--- config.mk ---
export PLATFORM = sky130hd
export DESIGN_NAME = if_fetch_unit
export DESIGN_NICKNAME = d
export VERILOG_FILES = /design/src/rtl/mips_pkg.sv /design/src/rtl/fetch_hold_buf.sv /design/src/rtl/if_fetch_unit.sv
export SDC_FILE = /design/constraint.sdc
export NUM_CORES = 1
export LEC_CHECK = 0
export CAP_MARGIN = 20
export CORE_MARGIN = 1
export CORE_UTILIZATION = 30
export DETAILED_ROUTE_END_ITERATION = 10
export DONT_BUFFER_PORTS = 1
export PLACE_DENSITY = 0.51
export SKIP_CTS_REPAIR_TIMING = 1
export SLEW_MARGIN = 30
export SYNTH_ARGS = -nofsm -noshare
export SYNTH_HDL_FRONTEND = slang
export SYNTH_SLANG_ARGS = --single-unit
--- constraint.sdc ---
create_clock -name clk -period 2.68 [get_ports clk]
set_input_delay 0.536 -clock clk [delete_from_list [all_inputs] [get_ports clk]]
set_output_delay 0.536 -clock clk [all_outputs]
set_load 0.02 [all_outputs]
--- src/rtl/mips_pkg.sv ---
// Shared definitions for the MIPS core front end.
package mips_pkg;

    localparam int unsigned XLEN = 32;

    // Fetch-stage controller states.
    typedef enum logic [1:0] {
        FETCH = 2'd0,
        DRAIN = 2'd1,
        HOLD  = 2'd2
    } fetch_state_t;

    localparam logic [XLEN-1:0] NOP_INSTR        = 32'h0000_0000;
    localparam logic [XLEN-1:0] DEFAULT_RESET_PC = 32'h0000_0000;

endpackage

--- src/rtl/fetch_hold_buf.sv ---
// Capture register for an instruction returned while the pipeline is stalled.
// Ports: clk, clr_n (async active-low clear), load (capture enable),
//        d_instr/d_pc4 (incoming instruction and PC+4), q_instr/q_pc4 (held copy).
module fetch_hold_buf #(
    parameter int unsigned WIDTH = 32
) (
    input  logic             clk,
    input  logic             clr_n,
    input  logic             load,
    input  logic [WIDTH-1:0] d_instr,
    input  logic [WIDTH-1:0] d_pc4,
    output logic [WIDTH-1:0] q_instr,
    output logic [WIDTH-1:0] q_pc4
);

    always_ff @(posedge clk or negedge clr_n) begin
        if (!clr_n) begin
            q_instr <= '0;
            q_pc4   <= '0;
        end else if (load) begin
            q_instr <= d_instr;
            q_pc4   <= d_pc4;
        end
    end

endmodule

--- src/rtl/if_fetch_unit.sv ---
// Instruction-fetch stage: owns the PC, runs the imem req/ack handshake and
// feeds the IF/ID register, absorbing stalls and branch/jump redirects.
// Ports: clk, reset_b (async active-low); stall, redirect, redirect_pc from
//        hazard unit / EX; imem_req, imem_addr, imem_ack, imem_rdata to memory;
//        if_valid, if_instr, if_pc_plus4, ifid_en to the IF/ID register.
//        All outputs are combinational from state and inputs.
module if_fetch_unit
    import mips_pkg::*;
#(
    parameter int unsigned      WIDTH    = 32,
    parameter logic [WIDTH-1:0] RESET_PC = WIDTH'(DEFAULT_RESET_PC)
) (
    input  logic             clk,
    input  logic             reset_b,
    input  logic             stall,
    input  logic             redirect,
    input  logic [WIDTH-1:0] redirect_pc,
    output logic             imem_req,
    output logic [WIDTH-1:0] imem_addr,
    input  logic             imem_ack,
    input  logic [WIDTH-1:0] imem_rdata,
    output logic             if_valid,
    output logic [WIDTH-1:0] if_instr,
    output logic [WIDTH-1:0] if_pc_plus4,
    output logic             ifid_en
);

    localparam logic [WIDTH-1:0] PC_STEP = WIDTH'(4);

    fetch_state_t     state, state_n;
    logic [WIDTH-1:0] pc, pc_n;
    logic [WIDTH-1:0] pend_pc, pend_pc_n;
    logic [WIDTH-1:0] pc_plus4;
    logic [WIDTH-1:0] redirect_tgt;
    logic [WIDTH-1:0] hb_instr, hb_pc4;
    logic             hb_load;
    logic             unused_redirect_lsb;

    // Targets are word aligned; the low address bits are ignored.
    assign redirect_tgt        = {redirect_pc[WIDTH-1:2], 2'b00};
    assign unused_redirect_lsb = ^redirect_pc[1:0];
    assign pc_plus4            = pc + PC_STEP;

    fetch_hold_buf #(
        .WIDTH (WIDTH)
    ) u_hold_buf (
        .clk     (clk),
        .clr_n   (reset_b),
        .load    (hb_load),
        .d_instr (imem_rdata),
        .d_pc4   (pc_plus4),
        .q_instr (hb_instr),
        .q_pc4   (hb_pc4)
    );

    // State register.
    always_ff @(posedge clk or negedge reset_b) begin
        if (!reset_b) begin
            state   <= FETCH;
            pc      <= RESET_PC;
            pend_pc <= '0;
        end else begin
            state   <= state_n;
            pc      <= pc_n;
            pend_pc <= pend_pc_n;
        end
    end

    // Next-state and output logic.
    always_comb begin
        state_n     = state;
        pc_n        = pc;
        pend_pc_n   = pend_pc;
        hb_load     = 1'b0;
        imem_req    = 1'b0;
        imem_addr   = '0;
        if_valid    = 1'b0;
        if_instr    = WIDTH'(NOP_INSTR);
        if_pc_plus4 = '0;
        ifid_en     = !stall || redirect;

        case (state)
            FETCH: begin
                imem_req  = 1'b1;
                imem_addr = pc;
                if (imem_ack) begin
                    if_valid    = 1'b1;
                    if_instr    = imem_rdata;
                    if_pc_plus4 = pc_plus4;
                    if (redirect) begin
                        pc_n = redirect_tgt;
                    end else if (!stall) begin
                        pc_n = pc_plus4;
                    end else begin
                        hb_load = 1'b1;
                        state_n = HOLD;
                    end
                end else if (redirect) begin
                    // Outstanding request cannot be aborted; wait out its ack.
                    pend_pc_n = redirect_tgt;
                    state_n   = DRAIN;
                end
            end
            DRAIN: begin
                imem_req  = 1'b1;
                imem_addr = pc;
                if (redirect) begin
                    pend_pc_n = redirect_tgt;
                end
                if (imem_ack) begin
                    pc_n    = redirect ? redirect_tgt : pend_pc;
                    state_n = FETCH;
                end
            end
            HOLD: begin
                if_valid    = 1'b1;
                if_instr    = hb_instr;
                if_pc_plus4 = hb_pc4;
                if (redirect) begin
                    pc_n    = redirect_tgt;
                    state_n = FETCH;
                end else if (!stall) begin
                    pc_n    = pc_plus4;
                    state_n = FETCH;
                end
            end
            default: begin
                state_n = FETCH;
            end
        endcase

        // A redirect always turns the IF/ID load into a bubble.
        if (redirect) begin
            if_valid = 1'b0;
        end
        if (!if_valid) begin
            if_instr    = WIDTH'(NOP_INSTR);
            if_pc_plus4 = '0;
        end

        // Reset quiets every output immediately, without waiting for an edge.
        if (!reset_b) begin
            imem_req    = 1'b0;
            imem_addr   = '0;
            if_valid    = 1'b0;
            if_instr    = '0;
            if_pc_plus4 = '0;
            ifid_en     = 1'b0;
        end
    end

endmodule

==> results.md, run 1 <==
- Status: finished with violations
- Violated checks: hold timing, setup timing
- Final worst slack: -151 ps
- Leak: 4.20 nW
- Core footprint: 0.0238 mm²
- Post-route antenna net violation count: 0
- Syn nets: 916
- Reg2Reg Capture Point: u_hold_buf.q_instr[8]$_DFFE_PN0P_
- Number of global-route vias before repair: 5,733
- Top cell type's share of synthesized area: 44.3%
- Clock sinks: 130
- GPL Wtd Cong: 0.828
- Slew margin rel.: 49.1%
- Worst VDD drop: 0.307 mV
- Commonest non-fill, non-tap cell in the layout: nand2_1
- Area growth syn-to-layout: 28.1%
- Synth area leader: dfrtp_1
- CTS tree: yes
- Max-cap violations: 0
- Overall Global Routing Usage: 17.6%
- H-tree levels: 4
- Worst Path Max Fanout: 6
- Asr flop ratio synth: 100%
- Power per standard cell area: 692 mW/mm²
- WP data required: 2140 ps
- Initial antenna violation count: 0
- Total Nets Final: 1,007
- Final Slew Violations: 0
- Critical path data arrival time: 2300 ps
- Vias per cell: 4.99
- Fill cells: 2,359
- Number of CTS-inserted buffers: 17
- First-pass GRT wire length: 33,600 µm
- Clk_lat worst skew: 430 ps
- Post-route total power: 6.51 mW
- Final period util: 106%
- Crit path time final: 2830 ps
- Unrepaired setup endpoints after global routing: true
- Bufs on Longest Clock Path: 2
- Crit path capture type: primary output
- Worst r2r src: state[0]$_DFFE_PN0P_
- Fmax: 353 MHz
- Post-synth EDFFs: 0
- Total vias in the final route: 6,330
- Crit path kind: reg2out
- Post-Syn Area: 0.00734 mm²
- Post-synthesis register bit count: 130
- Die Ht: 158 µm
- Synth warnings: 0
- Most frequent cells in the layout: nand2_1 (199), dfrtp_1 (123), buf_4 (120)
- # DRC: 0
- Clock transition at path regs: 60 ps
- Crit path launch: pc[2]$_DFFE_PN0P_
- Die Area: 0.0251 mm²
- Layout Skew: 13.5 ps
- Register area share after synthesis: 44.3%
- Hold WS: -192 ps
- CTS root buffer: clkbuf_16
- Drt wl/cell: 17.6 µm
- Footprint of the multi-input gates: 0.00398 mm²
- Syn avg cell area: 8.68 µm²
- Share of layout cells above drive strength 1: 27.3%
- Total grt overflow: 0
- Final Hold Viols: 130
- Register-to-register setup slack: 740 ps
- Die X: 158 µm
- Setup TNS: -1510 ps
- Initial DRC count: 505
- Antenna Cells: 0
- Row count: 56
- Initial Util: 30.9%
- CP startpoint kind: flip-flop
- Register area: 0.00326 mm²
- DRT Wirelength: 22,300 µm
- Worst R2R Path Depth: 7
- Post-DP HPWL: 15,000 µm
- Primary flip-flop cell chosen by synthesis mapping: dfrtp_1
- Final setup viols: 20
- Worst slew pin tran: 760 ps
- Largest net degree at the start of global routing: 136
- Synth top area cells: dfrtp_1 (44%), nand2_1 (10%), o21ai_0 (4.9%), mux2_2 (4.6%), a22oi_1 (4.2%)
- HP Class: in2async
- IO Pins: 168
- Cell count after synthesis: 846
- Dpl ws: 179 ps
- Synth unique cells: 61
- Port bufs: 0
- TritonRoute pass-1 iters: 7
-- critical path: stages (launching register included) --
cell and delay [ps]:
dfrtp_1 380, buf_6 130, nand4_4 120, nor3_4 350, buf_4 170, nand4b_1 160
xor2_2 200, o21ai_1 170, buf_4 170
-- sequential cells by signal (all words and copies together), names as in the netlist --
register	count
u_hold_buf.q_pc4	32
state	2
pc	32
pend_pc	32
u_hold_buf.q_instr	32
-- routing by layer --
metal	global-route usage (%)	wire length (µm)	vias to the layer above	part of all wire, %
met1	24.7	10500	3057	47
met5	0	0	-	0
met2	25.9	9980	162	45
li1	-	-	3085	-
met3	4.93	1410	26	6.3
met4	6.04	415	0	1.9
-- cells in the mapped netlist (3+ instances only) --
library cell and instances:
nand3_1 12, o22ai_1 6, a21o_1 3, o311ai_0 3, clkbuf_1 39, o2bb2ai_1 7
nand4_4 4, o31ai_1 4, a31oi_1 4, mux2_2 30, xnor2_1 19, nor2_1 73
a221oi_1 5, o31a_1 6, and3_2 4, nand2_1 199, buf_6 3, buf_1 3
nor3_4 3, nor2b_1 5, buf_2 13, a21oi_1 33, a22oi_1 41, dfrtp_1 130
a22o_1 4, xor2_1 9, and2_1 34, o21ai_1 5, o21ai_0 72, inv_1 13
and3_1 20, nand4_1 3
-- how the worst max path moves through the flow --
stage / end
final: if_pc_plus4[29]
after global placement: if_pc_plus4[29]
after floorplan: if_pc_plus4[30]
after global routing: if_pc_plus4[29]
after CTS: if_pc_plus4[18]
after detailed placement: if_pc_plus4[18]
-- stage by stage --
step / std cells / hold slack, ps / instance area (µm²) / util [%]
after floorplan: 846 / 240 / 7340 / -
after global placement: 1213 / 252 / 8350 / 35.2
after detailed placement: 1213 / 252 / 8360 / 35.2
after CTS: 1245 / -205 / 8980 / 37.8
after global routing: 1269 / -206 / 9410 / 39.6
final: 1269 / -192 / 9410 / 39.6
-- final cells by class --
type                    instances  area share (%)
clock buffers                  19            4.71
clock inverters                13            1.84
inverters                      13           0.519
multi-input cells             641            42.3
flip-flops and latches        130            34.7
well taps                     319            4.24
repair buffers                134            11.7
-- power by group --
group          switching, mW  internal (mW)  leakage, nW  total [mW]
Clock                  0.948           1.50        0.288        2.45
Combinational          0.798          0.599         2.31        1.40
Sequential             0.287           2.38         1.60        2.67
-- kinds of logic (layout without fill, tap and decap cells) --
kind of cell	count (synthesis)	in the layout	synth area share (%)
AO/OA/AOI/OAI	203	203	17.4
XOR/XNOR	28	28	3.34
buffers and inverters	76	179	4.98
multiplexers	30	30	4.60
AND/OR/NAND/NOR	378	379	25.2
flip-flops	130	130	44.3
adder cells (fa/ha/maj)	1	1	0.170
Note: power is estimated with default switching activity, not from simulation.
==> run 2, diff against run 1 <==
CAP_MARGIN = unset   (was 20)
CORE_ASPECT_RATIO = 1.5   (was unset)
SKIP_LAST_GASP = 1   (was unset)
==> results.md, run 2 (synthesis gave the netlist of run 1 again) <==
- HP Class: in2async
- Die Ht: 194 µm (+22%)
- Initial antenna violation count: 0 (unchanged)
- Vias per cell: 5.03 (+0.82%)
- Number of CTS-inserted buffers: 17 (unchanged)
- Final setup viols: 10 (-50%)
- TritonRoute pass-1 iters: 6 (-1)
- Final Slew Violations: 0 (unchanged)
- Final Hold Viols: 130 (unchanged)
- Crit path time final: 2760 ps (-71.4 ps)
- Crit path capture type: primary output
- Post-layout util: 39.3% (-0.33 points)
- Total grt overflow: 0 (unchanged)
- WP data required: 2140 ps (about the same)
- CP startpoint kind: flip-flop
- Max-cap violations: 0 (unchanged)
- Share of layout cells above drive strength 1: 28.0% (+0.71 points)
- Placed Instance Area: 0.00833 mm² (-0.34%)
- Hold WS: -197 ps (-4.93 ps)
- Overall Global Routing Usage: 18.8% (+1.2 points)
- CTS root buffer: clkbuf_16
- Bufs on Longest Clock Path: 2 (unchanged)
- Layout Skew: 14.3 ps (+0.741 ps)
- Post-route antenna net violation count: 0 (unchanged)
- Post-route total power: 6.32 mW (-3.0%)
- Total vias in the final route: 6,387 (+0.90%)
- Post-DP HPWL: 15,700 µm (+4.4%)
- Total Nets Final: 1,008 (+0.099%)
- Crit path kind: reg2out
- H-tree levels: 4 (unchanged)
- GPL Wtd Cong: 0.774 (-6.6%)
- Clk_lat worst skew: 430 ps (about the same)
- Initial DRC count: 339 (-33%)
- Leak: 4.18 nW (-0.56%)
- Slew margin rel.: 65.1% (+16 points)
- Core footprint: 0.0238 mm² (+0.32%)
- Area growth syn-to-layout: 27.5%
- Antenna Cells: 0 (unchanged)
- Number of global-route vias before repair: 6,283 (+9.6%)
- Commonest non-fill, non-tap cell in the layout: nand2_1
- Most frequent cells in the layout: nand2_1 (199), buf_4 (123), dfrtp_1 (118)
- Worst VDD drop: 0.422 mV (+38%)
- Unrepaired setup endpoints after global routing: true
- Largest net degree at the start of global routing: 136 (unchanged)
- CTS tree: yes
- Die X: 130 µm (-18%)
- IO Pins: 168 (unchanged)
- Final worst slack: -79.6 ps (+71.4 ps)
- Critical path data arrival time: 2220 ps (-80 ps)
- First-pass GRT wire length: 35,900 µm (+6.9%)
- Row count: 69 (+23%)
- Clock sinks: 130 (unchanged)
- DRT Wirelength: 23,100 µm (+3.8%)
- Final period util: 103% (-2.7 points)
- Initial Util: 30.8% (-0.097 points)
- Power per standard cell area: 675 mW/mm² (-2.5%)
- Fmax: 362 MHz (+2.6%)
- Status: finished with violations
- Worst Path Max Fanout: 11 (+5)
- Post-route design area: 0.00936 mm² (-0.53%)
- Violated checks: hold timing, setup timing
- Port bufs: 0 (unchanged)
- Clock transition at path regs: 60 ps (about the same)
- Worst slew pin tran: 518 ps (-242 ps)
- Die Area: 0.0251 mm² (about the same)
- # DRC: 0 (unchanged)
- Drt wl/cell: 18.2 µm (+3.7%)
-- run 2: metrics by stage --
step	setup TNS, ps	std cells	worst slack, ps	hold slack, ps
after global routing	-2050	1270	-203	-212
after detailed placement	0	1208	76.8	250
after floorplan	0	846	107	240
after global placement	0	1208	90.6	250
after CTS	-10070	1240	-396	-221
final	-381	1270	-79.6	-197
-- run 2: worst max-delay path, stage by stage (launching register included) --
cell	delay [ps]
dfrtp_2	430
ha_4	190
nand3_4	110
nor3_4	160
buf_12	180
nand4_1	220
xnor2_2	210
o21ai_1	130
buf_4	150
-- run 2: metal layers --
| layer | track usage [%] | vias to the layer above | share of wire [%] |
|---|---|---|---|
| li1 | - | 3087 | - |
| met1 | 21.3 | 3083 | 39 |
| met2 | 32.4 | 188 | 52 |
| met3 | 5.03 | 29 | 6.3 |
| met4 | 8.61 | 0 | 2.9 |
| met5 | 0 | - | 0 |
-- run 2: power by group --
| part | switching, mW | leakage [nW] | total, mW | internal [mW] |
|---|---|---|---|---|
| clock | 0.932 | 0.261 | 2.23 | 1.29 |
| sequential | 0.293 | 1.60 | 2.68 | 2.38 |
| combinational | 0.795 | 2.32 | 1.42 | 0.622 |
-- run 2: path summary, 6_finish.rpt --
check | startpoint | end | slack [ps] | cells past startpoint
worst max-delay path | pc[3]$_DFFE_PN0P_ | if_pc_plus4[18] | -80 | 8
worst max register to register | state[1]$_DFFE_PN0P_ | pc[27]$_DFFE_PN0P_ | 620 | 6
worst min-delay path | reset_b | pend_pc[3]$_DFFE_PN0P_ | -200 | 0
max in group asynchronous | reset_b | pc[13]$_DFFE_PN0P_ | 2560 | 0
worst min register to register | u_hold_buf.q_pc4[6]$_DFFE_PN0P_ | u_hold_buf.q_pc4[6]$_DFFE_PN0P_ | 470 | 2
min in group clk | imem_rdata[1] | u_hold_buf.q_instr[1]$_DFFE_PN0P_ | 210 | 2
-- run 2: final cells by class --
type / instances / area, µm²
clock inverters: 13 / 114
clock buffers: 19 / 443
repair buffers: 136 / 1130
well taps: 319 / 399
fillers: 2452 / 14500
multi-input cells: 640 / 3960
inverters: 13 / 48.8
flip-flops and latches: 130 / 3270
